**src/rtl/display_pkg.sv**
```systemverilog
// Shared constants and types for the 4-digit 7-seg scan controller.
//   AN_*   : active-low anode patterns (an[0] = rightmost digit)
//   SEL_*  : digit-select codes understood by the display decode stage
//   ST_*   : per-slot scan state encoding
package display_pkg;

  localparam int unsigned RES_W = 9;

  localparam logic [3:0] AN_OFF   = 4'b1111;
  localparam logic [3:0] AN_UNITS = 4'b1110;
  localparam logic [3:0] AN_TENS  = 4'b1101;
  localparam logic [3:0] AN_HUND  = 4'b1011;
  localparam logic [3:0] AN_SIGN  = 4'b0111;

  localparam logic [1:0] SEL_UNITS = 2'b00;
  localparam logic [1:0] SEL_SIGN  = 2'b01;
  localparam logic [1:0] SEL_HUND  = 2'b10;
  localparam logic [1:0] SEL_TENS  = 2'b11;

  localparam logic [0:0] ST_BLANK = 1'b0;
  localparam logic [0:0] ST_SHOW  = 1'b1;

  // Operator/result pair as presented to the display stage.
  typedef struct packed {
    logic             op;
    logic [RES_W-1:0] res;
  } disp_data_t;

  // Anode pattern lighting the digit addressed by sel.
  function automatic logic [3:0] an_code(input logic [1:0] sel);
    logic [3:0] code;
    code = AN_OFF;
    case (sel)
      SEL_UNITS: code = AN_UNITS;
      SEL_SIGN:  code = AN_SIGN;
      SEL_HUND:  code = AN_HUND;
      SEL_TENS:  code = AN_TENS;
      default:   code = AN_OFF;
    endcase
    return code;
  endfunction

endpackage

```
**src/rtl/slot_timer.sv**
```systemverilog
// Digit-slot timer: counts 0..DIV-1 and flags the two slot landmarks.
//   clk, rst    : clock, synchronous active-high reset
//   slot_end_c  : last cycle of the slot (counter wraps on the next edge)
//   show_en_c   : last blanking cycle (anode may turn on at the next edge)
// Requires DIV >= 4 and 1 <= BLANK_CYC < DIV.
module slot_timer #(
  parameter int unsigned DIV       = 50000,
  parameter int unsigned BLANK_CYC = 500
) (
  input  logic clk,
  input  logic rst,
  output logic slot_end_c,
  output logic show_en_c
);

  localparam int unsigned CNT_W = $clog2(DIV);

  logic [CNT_W-1:0] slot_cnt;

  assign slot_end_c = (slot_cnt == CNT_W'(DIV - 1));
  assign show_en_c  = (slot_cnt == CNT_W'(BLANK_CYC - 1));

  // Free-running slot counter.
  always_ff @(posedge clk) begin
    if (rst)             slot_cnt <= '0;
    else if (slot_end_c) slot_cnt <= '0;
    else                 slot_cnt <= slot_cnt + CNT_W'(1);
  end

endmodule

```
**src/rtl/display_scan_ctrl.sv**
```systemverilog
// Time-multiplexed scan controller for the 4-digit 7-seg display.
//   clk, rst          : clock, synchronous active-high reset
//   load, op_in,
//   res_in            : 1-cycle strobe capturing operator and 9-bit result
//   op_q, res_q       : displayed op/result, updated only at frame start
//   sel_disp          : digit select to the decode stage (order 00,01,10,11)
//   an                : active-low anodes, all off during each slot's blanking
//   frame_start       : 1-cycle pulse on the first cycle of slot 0
module display_scan_ctrl
  import display_pkg::*;
#(
  parameter int unsigned DIV       = 50000,
  parameter int unsigned BLANK_CYC = 500
) (
  input  logic             clk,
  input  logic             rst,
  input  logic             load,
  input  logic             op_in,
  input  logic [RES_W-1:0] res_in,
  output logic             op_q,
  output logic [RES_W-1:0] res_q,
  output logic [1:0]       sel_disp,
  output logic [3:0]       an,
  output logic             frame_start
);

  localparam logic [1:0] LAST_DIGIT = 2'd3;

  logic       slot_end_c;
  logic       show_en_c;
  logic       frame_edge_c;
  logic [1:0] digit;
  logic [0:0] state;
  logic [0:0] state_next;
  logic [3:0] an_next;
  logic       pending;
  disp_data_t shadow;
  disp_data_t shown;

  slot_timer #(
    .DIV       (DIV),
    .BLANK_CYC (BLANK_CYC)
  ) u_slot_timer (
    .clk        (clk),
    .rst        (rst),
    .slot_end_c (slot_end_c),
    .show_en_c  (show_en_c)
  );

  // The edge that enters slot 0 is the only point where displayed data may change.
  assign frame_edge_c = slot_end_c && (digit == LAST_DIGIT);

  assign sel_disp = digit;
  assign op_q     = shown.op;
  assign res_q    = shown.res;

  // Digit index advances once per slot.
  always_ff @(posedge clk) begin
    if (rst)             digit <= '0;
    else if (slot_end_c) digit <= digit + 2'd1;
  end

  // Scan FSM state and anode register.
  always_ff @(posedge clk) begin
    if (rst) begin
      state <= ST_BLANK;
      an    <= AN_OFF;
    end else begin
      state <= state_next;
      an    <= an_next;
    end
  end

  // Anodes turn on after blanking and off at the slot boundary, in step with sel_disp.
  always_comb begin
    state_next = state;
    an_next    = an;
    case (state)
      ST_BLANK: begin
        if (show_en_c) begin
          state_next = ST_SHOW;
          an_next    = an_code(digit);
        end
      end
      ST_SHOW: begin
        if (slot_end_c) begin
          state_next = ST_BLANK;
          an_next    = AN_OFF;
        end
      end
      default: begin
        state_next = ST_BLANK;
        an_next    = AN_OFF;
      end
    endcase
  end

  // Shadow/pending hold: loads wait for the next frame; a load on the frame edge bypasses.
  always_ff @(posedge clk) begin
    if (rst) begin
      shadow      <= '0;
      shown       <= '0;
      pending     <= 1'b0;
      frame_start <= 1'b0;
    end else begin
      frame_start <= frame_edge_c;
      if (load) shadow <= '{op: op_in, res: res_in};
      if (frame_edge_c) begin
        pending <= 1'b0;
        if (load)         shown <= '{op: op_in, res: res_in};
        else if (pending) shown <= shadow;
      end else if (load) begin
        pending <= 1'b1;
      end
    end
  end

endmodule

```
**config.mk**
```make
export PLATFORM = sky130hd
export DESIGN_NAME = display_scan_ctrl
export DESIGN_NICKNAME = d
export VERILOG_FILES = /design/src/rtl/display_pkg.sv /design/src/rtl/slot_timer.sv /design/src/rtl/display_scan_ctrl.sv
export SDC_FILE = /design/constraint.sdc
export NUM_CORES = 1
export LEC_CHECK = 0
export ABC_AREA = 1
export CAP_MARGIN = 10
export CORE_MARGIN = 3
export CORE_UTILIZATION = 56
export CTS_BUF_LIST = sky130_fd_sc_hd__clkbuf_2
export DETAILED_ROUTE_END_ITERATION = 10
export PLACE_DENSITY = 0.93
export SETUP_SLACK_MARGIN = 0.5
export SYNTH_ARGS = -nofsm -noshare
export SYNTH_HDL_FRONTEND = slang
export SYNTH_HIERARCHICAL = 1
export SYNTH_SLANG_ARGS = --single-unit
```
**constraint.sdc**
```tcl
create_clock -name clk -period 2.05 [get_ports clk]
set_input_delay 0.41 -clock clk [delete_from_list [all_inputs] [get_ports clk]]
set_output_delay 0.41 -clock clk [all_outputs]
set_load 0.02 [all_outputs]
```
==> results of run 1 <==
final cells by class:
| cell class | count | area, µm² |
|---|---|---|
| Multi-Input combinational cell | 208 | 1077 |
| Sequential cell | 45 | 907.1 |
| Fill cell | 249 | 834.6 |
| Timing Repair Buffer | 41 | 326.6 |
| Inverter | 47 | 178.9 |
| Tap cell | 46 | 57.56 |
| Clock inverter | 2 | 35.03 |
| Clock buffer | 5 | 25.02 |
layer usage:
layer	vias up	wire, µm	GRT usage
met5	-	0	0
met4	0	98	0.1418
met3	11	213	0.04384
met2	61	2734	0.4270
met1	937	2005	0.2381
li1	1014	-	-
path summary, 6_finish.rpt:
| kind | cells after the start | slack, ps | startpoint | to |
|---|---|---|---|---|
| hold reg to reg | 2 | 510 | res_q[5]$_SDFFE_PP0P_ | res_q[5]$_SDFFE_PP0P_ |
| setup reg to reg | 9 | 260 | u_slot_timer/slot_cnt[0]$_SDFF_PP0_ | res_q[2]$_SDFFE_PP0P_ |
| hold / removal | 2 | 510 | res_q[5]$_SDFFE_PP0P_ | res_q[5]$_SDFFE_PP0P_ |
| setup / recovery | 9 | 260 | u_slot_timer/slot_cnt[0]$_SDFF_PP0_ | res_q[2]$_SDFFE_PP0P_ |
power breakdown:
group | internal, mW | switching (mW) | leakage, nW | total (mW)
logic | 0.0552 | 0.0687 | 0.751 | 0.124
registers | 0.897 | 0.0112 | 0.367 | 0.909
clock network | 0.198 | 0.283 | 0.0388 | 0.481
total | 1.15 | 0.363 | 1.16 | 1.51
state kept, by name, indices dropped and copies added (netlist names):
| signal | cells |
|---|---|
| frame_start | 1 |
| u_slot_timer/slot_cnt | 16 |
| pending | 1 |
| shadow | 10 |
| sel_disp | 2 |
| an | 4 |
| op_q | 1 |
| state | 1 |
| res_q | 9 |
repair_timing:
action,in CTS,in global routing
pin swaps,9,2
setup endpoints to repair,36,36
cloned,3,0
resized for setup,46,28
setup buffers,4,5
Yosys cell counts, drive strengths merged:
cell    count  area, µm²
or2         1      6.260
nor4        1      12.51
o21a        1      7.510
xor2        3      26.28
nand4       5      31.28
nand2      91      351.6
inv        47      176.4
dfxtp      45      900.9
o211ai      4      30.03
clkbuf      1      3.750
ha          5      62.56
o21ai       5      25.02
nor3        1      5.000
buf         5      47.54
a21oi      12      63.81
nand3      14      75.07
nor2       62      252.7
cells by family after synthesis:
group,Yosys count
adder cells (fa/ha/maj),5
AO/OA/AOI/OAI,22
flip-flops,45
XOR/XNOR,3
AND/OR/NAND/NOR,175
buffers and inverters,53
worst reg2reg max path, cell delays in order (launching register included):
cell and delay [ps]:
dfxtp_2 410, ha_4 160, nand3_4 90, or2_4 260
nor4_4 240, nand2_4 180, nor2_4 180, nand2_1 80
nand2_1 90, nor2_1 60
through the flow:
stage                     instances  worst slack (ps)  total power, mW
after floorplan                 303             280.8           0.9927
after global placement          375             132.4            1.027
after detailed placement        375             38.15            1.031
after CTS                       389             303.3            1.503
after global routing            394             176.9            1.568
final                           394             264.6            1.513
==> metrics.yaml, run 1 <==
drc_errors: 0
power.density_nw_per_um2: 580.3
yosysSeqAreaShare: 0.4335
worst-path-buf-inv: 0
fmax_mhz: 560.1
required_ps: 2390
grt_pass1_vias: 1870
top_level_ports: 30
status: "completed"
postRouteAntennaNets: 0
wirelength_mm: 5.051
worstSetupEndpointType: "flip-flop"
root_buffer: "clkbuf_2"
tightestPinTransition_ps: 536.9
finalSetupViolCount: 0
start_util: 0.6038
die_area_um2: 4478
cts_buffers: 5
overflow: 0
fin_setup_tns_ps: 0
wl_per_cell_um: 12.82
syn_nets: 321
coreArea_um2: 3442
grt_use_total: 0.2319
clk_pin_slew_ps: 230
clk_path_buf_depth: 2
slowest_stage: "dfxtp_2"
grt_max_degree: 17
p_leak_nw: 1.157
slew_headroom: 0.6417
syn_area_um2: 2078
ys_types: 27
synth_mux_area_frac: 0
finalHoldViolCount: 0
holdWs_ps: 506.5
final_max_slew_viol_count: 0
die_y_um: 66.92
fin_crit_ps: 1785
rsz0062_at_grt: "yes"
synth_top_family_by_area: "simple AND/OR/NAND/NOR gates"
syn_area_per_cell_um2: 6.859
max_stage_delay_ps: 410
path_common_cell: "nand2_1"
yosys.area_share.simple: 0.3534
dp_hpwl_mm: 3.197
finish.instance_area_um2: 2608
start_kind: "flip-flop"
area_growth_syn_to_layout_pct: 25.47
io_buffers: 29
worstPathCellList: "ha_4 -> nand3_4 -> or2_4 -> nor4_4 -> nand2_4 -> nor2_4 -> nand2_1 -> nand2_1 -> nor2_1"
final_common_cell: "nand2_1"
antennaDiodeCount: 0
fin_crit_sh: 0.8709
vias: 2023
first_pass_iters: 5
clock_latency_ps: 410
cts_tree: "done"
clock-sinks: 45
routabilityCongestion: 0.8804
htreeDepth: 2
synth_compound_area_frac: 0.06081
placed_cell_area_um2: 2431
yosys_warnings: 6
vdd_ir_drop_max_mv: 0.4720
critPathTopFamily: "simple AND/OR/NAND/NOR gates"
nNetsFinal: 366
ys_ff_latch: 45
clock_skew_ps: 19.37
via_per_inst: 5.135
hold_buffers: 0
rows: 21
drive_gt1_frac: 0.1925
layout_common_cells: "nand2_1 (86), nor2_1 (56), inv_1 (44)"
post-route-util: 0.7575
grt_pass1_wl_mm: 7.886
critical_path_class: "reg2reg"
first_iter_violations: 166
path_max_fanout: 6
fp.dieW_um: 66.92
synth_xor_area_frac: 0.01264
synth-adder-area-share: 0.03010
antenna_found_initial: 0
synth_cells: 303
maxCapViolations: 0
hp-class: "reg2reg"
arrival_ps: 2130
(Power assumes the default switching activity.)
==> inputs of run 2 (changes only) <==
--- a/config.mk
+++ b/config.mk
@@ -8,12 +8,12 @@
 export ABC_AREA = 1
 export CAP_MARGIN = 10
 export CORE_MARGIN = 3
-export CORE_UTILIZATION = 56
-export CTS_BUF_LIST = sky130_fd_sc_hd__clkbuf_2
+export CORE_UTILIZATION = 54
+export CTS_BUF_LIST = sky130_fd_sc_hd__clkbuf_4 sky130_fd_sc_hd__clkbuf_8 sky130_fd_sc_hd__clkbuf_16
 export DETAILED_ROUTE_END_ITERATION = 10
-export PLACE_DENSITY = 0.93
+export PLACE_DENSITY = 0.9
 export SETUP_SLACK_MARGIN = 0.5
 export SYNTH_ARGS = -nofsm -noshare
 export SYNTH_HDL_FRONTEND = slang
-export SYNTH_HIERARCHICAL = 1
 export SYNTH_SLANG_ARGS = --single-unit
+export TNS_END_PERCENT = 50
==> run 2 against run 1 <==
Register-to-register slack improved by 310 ps; sequential power fell by 0.6%; clock power rose by 15%; clock-buffer cell count rose by 1; die area rose by 7.1%; synthesized area rose by 4.0%; worst hold slack got worse by 36 ps; via count fell by 6.6%; critical endpoint is now res_q[0]$_SDFFE_PP0P_; utilization fell by 6.1 points.
==> metrics.yaml, run 2 <==
htreeDepth: 2  # unchanged
path_max_fanout: 11  # +5
placed_cell_area_um2: 2491  # +2.5%
vias: 1889  # -6.6%
switching_share: 0.2269  # -0.01284
cts_buffers: 5  # unchanged
grt_pass1_wl_mm: 7.362  # -6.6%
p_int_mw: 1.215  # +5.6%
use_met1: 0.2418  # +0.003674
power_frac_clock: 0.353  # +0.035
io_buffers: 29  # unchanged
layout_common_cells: "nand2_1 (53), inv_1 (45), dfxtp_1 (43)"
syn_area_um2: 2161  # +4.0%
post-route-util: 0.6961  # -0.06146
rsz0062_at_grt: "yes"
start_kind: "input port"
nNetsFinal: 340  # -7.1%
hp-class: "reg2reg"
top_register: "u_slot_timer.slot_cnt"
wirelength_mm: 4.458  # -12%
clock_skew_ps: 5.463  # -13.91 ps
postRouteAntennaNets: 0  # unchanged
largest_reg_flops: 16  # unchanged
synth-main-ff-cell: "dfxtp_1"
syn_nets: 307  # -4.4%
power_switching_mw: 0.3565  # -1.7%
synthArstFlopShare: 0  # unchanged
antennaDiodeCount: 0  # unchanged
final_max_slew_viol_count: 0  # unchanged
routabilityCongestion: 0.8441  # -4.1%
fmax_mhz: 656.7  # +17%
worstSetupEndpointType: "flip-flop"
clk_pin_slew_ps: 80  # -150 ps
die_y_um: 69.26  # +3.5%
grt_use_met3: 0.05652  # +0.01268
area_growth_syn_to_layout_pct: 21.48
synth_cells: 289  # -4.6%
slowest_stage: "clkdlybuf4s50_1"
vdd_ir_drop_max_mv: 0.4879  # +3.4%
finish.instance_area_um2: 2625  # +0.67%
fp.dieW_um: 69.26  # +3.5%
seq_area_um2: 903.4  # -0.41%
fin_crit_ps: 1523  # -262.6 ps
combPwrFrac: 0.072  # -0.010
status: "completed"
overflow: 0  # unchanged
grt_use_met2: 0.2924  # -0.1346
grt_use_total: 0.1878  # -0.04403
synth_edf_count: 0  # unchanged
clk_path_buf_depth: 2  # unchanged
fillerInstances: 284  # +14%
required_ps: 2260  # -130 ps
grt_busiest_layer: "met2"
power.density_nw_per_um2: 598.5  # +3.1%
drive_gt1_frac: 0.1801  # -0.01240
wl_per_cell_um: 12.05  # -6.0%
max_stage_delay_ps: 420  # about the same
worstPathCellList: "clkdlybuf4s50_1 -> buf_4 -> or2_2 -> o21ai_1 -> nand4_1 -> nand2_1 -> nor2_2"
drc_errors: 0  # unchanged
top_level_ports: 30  # unchanged
critical_path_class: "in2reg"
clock-sinks: 45  # unchanged
dp_hpwl_mm: 3.110  # -2.7%
first_pass_iters: 5  # unchanged
seqPwrFrac: 0.575  # -0.025
yosys-top-cells-area: "dfxtp_1 (42%), nand2_1 (9.4%), inv_1 (7.8%)"
arrival_ps: 1730  # -400 ps
syn_area_per_cell_um2: 7.477  # +9.0%
start_util: 0.5730  # -0.03079
yosysTopAreaCellShare: 0.4169  # -0.01657
grt_max_degree: 18  # +1
final_common_cell: "nand2_1"
dp_cells: 362  # -3.5%
yosys_warnings: 0  # -6
stdcell_count: 370  # -6.1%
root_buffer: "clkbuf_8"
finalSetupViolCount: 0  # unchanged
tightestPinTransition_ps: 332.8  # -204.1 ps
ys_types: 30  # +11%
cts_tree: "done"
synth_top_cell_by_area: "dfxtp_1"
yosysSeqAreaShare: 0.4169  # -0.01657
via_per_inst: 5.105  # -0.57%
r2r_slack_ps: 570  # +310 ps
rows: 22  # +4.8%
coreArea_um2: 3771  # +9.6%
fin_setup_tns_ps: 0  # unchanged
synth_most_common_cell: "nand2_1"
first_iter_violations: 140  # -16%
hold_buffers: 0  # unchanged
synth_commonest_cells: "nand2_1 (54), dfxtp_1 (45), inv_1 (45), nor2_1 (32), nand4_1 (18)"
multi_input_area_um2: 1069  # -0.81%
p_leak_nw: 1.137  # -1.8%
finalHoldViolCount: 0  # unchanged
clock_latency_ps: 300  # -110 ps
grt_pass1_vias: 1706  # -8.8%
fin_crit_sh: 0.7428  # -0.1281
antenna_found_initial: 0  # unchanged
slew_headroom: 0.7758  # +0.1341
ys_ff_latch: 45  # unchanged
maxCapViolations: 0  # unchanged
die_area_um2: 4796  # +7.1%
==> run 2: power groups by stage <==
stage / logic (mW) / registers, mW / clock network (mW)
after floorplan: 0.0640 / 0.919 / 0
after global placement: 0.101 / 0.920 / 0
after detailed placement: 0.103 / 0.921 / 0
after CTS: 0.103 / 0.900 / 0.567
after global routing: 0.124 / 0.906 / 0.596
final: 0.113 / 0.904 / 0.555
==> run 2: stage by stage <==
stage	power (mW)	setup slack (ps)	hold WS, ps
after floorplan	0.9832	673.9	428.7
after global placement	1.021	205.6	439.7
after detailed placement	1.024	163.4	449.3
after CTS	1.571	410.7	467.6
after global routing	1.625	489.8	480.9
final	1.571	527.2	470.5
==> run 2: area by class of cell <==
| type | instances | area share |
|---|---|---|
| Multi-Input combinational cell | 187 | 0.4071 |
| Sequential cell | 45 | 0.3441 |
| Timing Repair Buffer | 33 | 0.1201 |
| Inverter | 50 | 0.07150 |
| Clock buffer | 6 | 0.03146 |
| Tap cell | 48 | 0.02288 |
| Clock inverter | 1 | 0.002860 |
==> run 2: path summary, 6_finish.rpt <==
| check | from | end | cells after the start |
|---|---|---|---|
| setup / recovery | load | res_q[0]$_SDFFE_PP0P_ | 7 |
| hold / removal | u_slot_timer.slot_cnt[0]$_SDFF_PP0_ | u_slot_timer.slot_cnt[0]$_SDFF_PP0_ | 1 |
| setup reg to reg | u_slot_timer.slot_cnt[0]$_SDFF_PP0_ | res_q[0]$_SDFFE_PP0P_ | 9 |
| hold reg to reg | u_slot_timer.slot_cnt[0]$_SDFF_PP0_ | u_slot_timer.slot_cnt[0]$_SDFF_PP0_ | 1 |
==> run 2: routing by layer <==
layer | up-vias | share of wire
met5 | - | 0
met4 | 0 | 0.019
met3 | 7 | 0.058
met2 | 61 | 0.47
met1 | 853 | 0.46
li1 | 968 | -
==> run 2: logic make-up (layout without fill, tap and decap cells) <==
| family | after synthesis | count (layout) | share of synthesized area |
|---|---|---|---|
| xor gates and xnor gates | 5 | 5 | 0.02027 |
| buffers and inverters | 57 | 90 | 0.1065 |
| DFF | 45 | 45 | 0.4169 |
| and+or+nand+nor | 151 | 151 | 0.3648 |
| AOI/OAI and AO/OA | 26 | 26 | 0.06254 |
| adders and majority gates | 5 | 5 | 0.02895 |
==> run 2: critical path: cells and delay by family <==
family                 cells  cell delay [ps]
AOI/OAI and AO/OA          1              150
buffers and inverters      2              590
and+or+nand+nor            4              580
==> run 2: timing repair <==
item | CTS | global route
pin swaps | 0 | 4
buffers inserted | 0 | 1
endpoints found under the setup margin | 32 | 27
resized for setup | 16 | 15
==> inputs of run 3 (changes only) <==
--- a/config.mk
+++ b/config.mk
@@ -8,10 +8,10 @@
 export ABC_AREA = 1
 export CAP_MARGIN = 10
 export CORE_MARGIN = 3
-export CORE_UTILIZATION = 54
+export CORE_UTILIZATION = 49
 export CTS_BUF_LIST = sky130_fd_sc_hd__clkbuf_4 sky130_fd_sc_hd__clkbuf_8 sky130_fd_sc_hd__clkbuf_16
 export DETAILED_ROUTE_END_ITERATION = 10
-export PLACE_DENSITY = 0.9
+export PLACE_DENSITY = 0.87
 export SETUP_SLACK_MARGIN = 0.5
 export SYNTH_ARGS = -nofsm -noshare
 export SYNTH_HDL_FRONTEND = slang
==> constraint.sdc (replaced) <==
create_clock -name clk -period 1.4 [get_ports clk]
set_input_delay 0.28 -clock clk [delete_from_list [all_inputs] [get_ports clk]]
set_output_delay 0.28 -clock clk [all_outputs]
set_load 0.02 [all_outputs]
==> run 3 against run 2 <==
The run now ends with setup timing left; die area grew 9.3%; global-route usage grew 3.1 points; flip-flop and latch count is the same; first-iteration DRC count grew 50%; critical path type is now reg2reg; highest routed layer unchanged.
==> metrics.yaml, run 3 (synthesis results as in run 2) <==
start_kind: "flip-flop"
top_level_ports: 30  # unchanged
largest_reg_flops: 16  # unchanged
slowest_stage: "dfxtp_1"
antennaDiodeCount: 0  # unchanged
hp-class: "reg2reg"
final_common_cell: "nand2_1"
grt_pass1_vias: 1973  # +16%
dp_hpwl_mm: 3.666  # +18%
coreArea_um2: 4115  # +9.1%
worstPathCellList: "nand2_1 -> nor2_1 -> nand2_1 -> inv_2 -> nand4_4 -> nand2_1 -> inv_1 -> nor2_2"
drc_errors: 0  # unchanged
tightestPinTransition_ps: 279.2  # -53.56 ps
first_iter_violations: 210  # +50%
min_from: "u_slot_timer.slot_cnt[7]$_SDFF_PP0_"
layout_common_cells: "nand2_1 (52), inv_1 (42), buf_4 (34)"
root_buffer: "clkbuf_8"
power.density_nw_per_um2: 849.7  # +42%
grt_use_total: 0.2192  # +0.03139
start_util: 0.5251  # -0.04791
arrival_ps: 1750  # +20 ps
finalSetupViolCount: 18  # +18
rsz0062_at_grt: "yes"
setup_slack_ps: -108.1  # -635.3 ps
drive_gt1_frac: 0.4190  # +0.2389
postRouteAntennaNets: 0  # unchanged
grt_max_degree: 14  # -4
dp_slack_ps: -457.4  # -620.8 ps
top_register: "u_slot_timer.slot_cnt"
crit_start: "u_slot_timer.slot_cnt[14]$_SDFF_PP0_"
path_common_cell: "nand2_1"
fillerInstances: 264  # -7.0%
routabilityCongestion: 0.8681  # +2.8%
required_ps: 1640  # -620 ps
final_max_slew_viol_count: 0  # unchanged
wirelength_mm: 6.111  # +37%
die_y_um: 72.41  # +4.5%
violations: "setup timing"
fin_crit_ps: 1508
finalHoldViolCount: 0  # unchanged
max_stage_delay_ps: 400  # -20 ps
path_max_fanout: 10  # -1
fp.dieW_um: 72.41  # +4.5%
vias: 2175  # +15%
clk_path_buf_depth: 2  # unchanged
vdd_ir_drop_max_mv: 0.7581  # +55%
fin_crit_sh: 1.077
fmax_mhz: 663.1
worst-path-buf-inv: 2  # unchanged
slew_headroom: 0.8119  # +0.03608
clock_skew_ps: 7.107  # +1.645 ps
die_area_um2: 5242  # +9.3%
clk_pin_slew_ps: 80  # about the same
hold_buffers: 0  # unchanged
grt_pass1_wl_mm: 8.928  # +21%
worstSetupEndpointType: "flip-flop"
r2r_slack_ps: -110  # -680 ps
status: "complete, but fails checks"
overflow: 0  # unchanged
clock_latency_ps: 310  # about the same
p_leak_nw: 1.395  # +23%
first_pass_iters: 5  # unchanged
cts_buffers: 5  # unchanged
critical_path_class: "reg2reg"
maxCapViolations: 0  # unchanged
clock-sinks: 45  # unchanged
rows: 23  # +4.5%
p_total_mw: 2.641  # +68%
area_growth_syn_to_layout_pct: 43.83
wl_per_cell_um: 14.98  # +24%
via_per_inst: 5.331  # +4.4%
critPathTopFamily: "simple AND/OR/NAND/NOR gates"
io_buffers: 29  # unchanged
antenna_found_initial: 0  # unchanged
cts_tree: "done"
nNetsFinal: 375  # +10%
r2r-start: "u_slot_timer.slot_cnt[14]$_SDFF_PP0_"
htreeDepth: 2  # unchanged
run 3: cell count changes in the layout (fill, tap and decap cells not counted), moves of 7 or more:
cell | previous run | this run
dfxtp_1 | 43 | 21
buf_4 | 3 | 34
dlygate4sd2_1 | 16 | 0
dfxtp_2 | 2 | 23
buf_6 | 0 | 20
o21ai_0 | 11 | 4
run 3: layout make-up:
cell class,instances,area (µm²),share of cell area
Inverter,50,187.7,0.06039
Clock buffer,7,90.09,0.02899
Timing Repair Buffer,68,640.6,0.2061
Clock inverter,1,30.03,0.009662
Sequential cell,45,933.4,0.3003
Tap cell,50,62.56,0.02013
Multi-Input combinational cell,187,1164,0.3744
run 3: stage by stage:
stage	std cells	hold WS (ps)	util	cell area, µm²	TNS (ps)
2_1_floorplan	289	352.4	-	2181	0
3_3_place_gp	392	464.5	0.6649	2736	-5609
3_5_place_dp	392	487.9	0.6649	2736	-7468
4_1_cts	402	504.6	0.7172	2952	0
5_1_grt	408	523.7	0.7552	3108	-2619
6_report	408	510.9	0.7552	3108	-524.3
run 3: timing repair:
item,in CTS,in global routing
pin swaps,2,9
gates cloned,0,1
setup endpoints to repair,62,56
gates resized for setup,149,27
endpoints found under the hold margin,0,0
setup buffers,2,5
run 3: worst min-delay path, delay by kind of cell (launching register included):
| family | cells | cell delay, ps |
|---|---|---|
| AO/OA/AOI/OAI | 1 | 50 |
| flip-flops | 1 | 330 |
| AND/OR/NAND/NOR | 1 | 90 |
run 3: routing by layer:
| layer | vias to the layer above | wire (µm) | track usage | share of wire |
|---|---|---|---|---|
| met5 | - | 0 | 0 | 0 |
| met4 | 0 | 159 | 0.08197 | 0.026 |
| met1 | 1019 | 2697 | 0.2943 | 0.44 |
| met2 | 104 | 2831 | 0.3337 | 0.46 |
| li1 | 1036 | - | - | - |
| met3 | 16 | 422 | 0.06371 | 0.069 |
run 3: power by group:
group          internal (mW)  switching [mW]  total, mW
clock network          0.601           0.446       1.05
registers               1.31          0.0172       1.33
logic                  0.141           0.127      0.268
total                   2.05           0.591       2.64
run 3: final timing paths:
path	end	depth (start not counted)
max reg2reg	res_q[2]$_SDFFE_PP0P_	8
min	u_slot_timer.slot_cnt[7]$_SDFF_PP0_	2
max	res_q[2]$_SDFFE_PP0P_	8
min reg2reg	u_slot_timer.slot_cnt[7]$_SDFF_PP0_	2
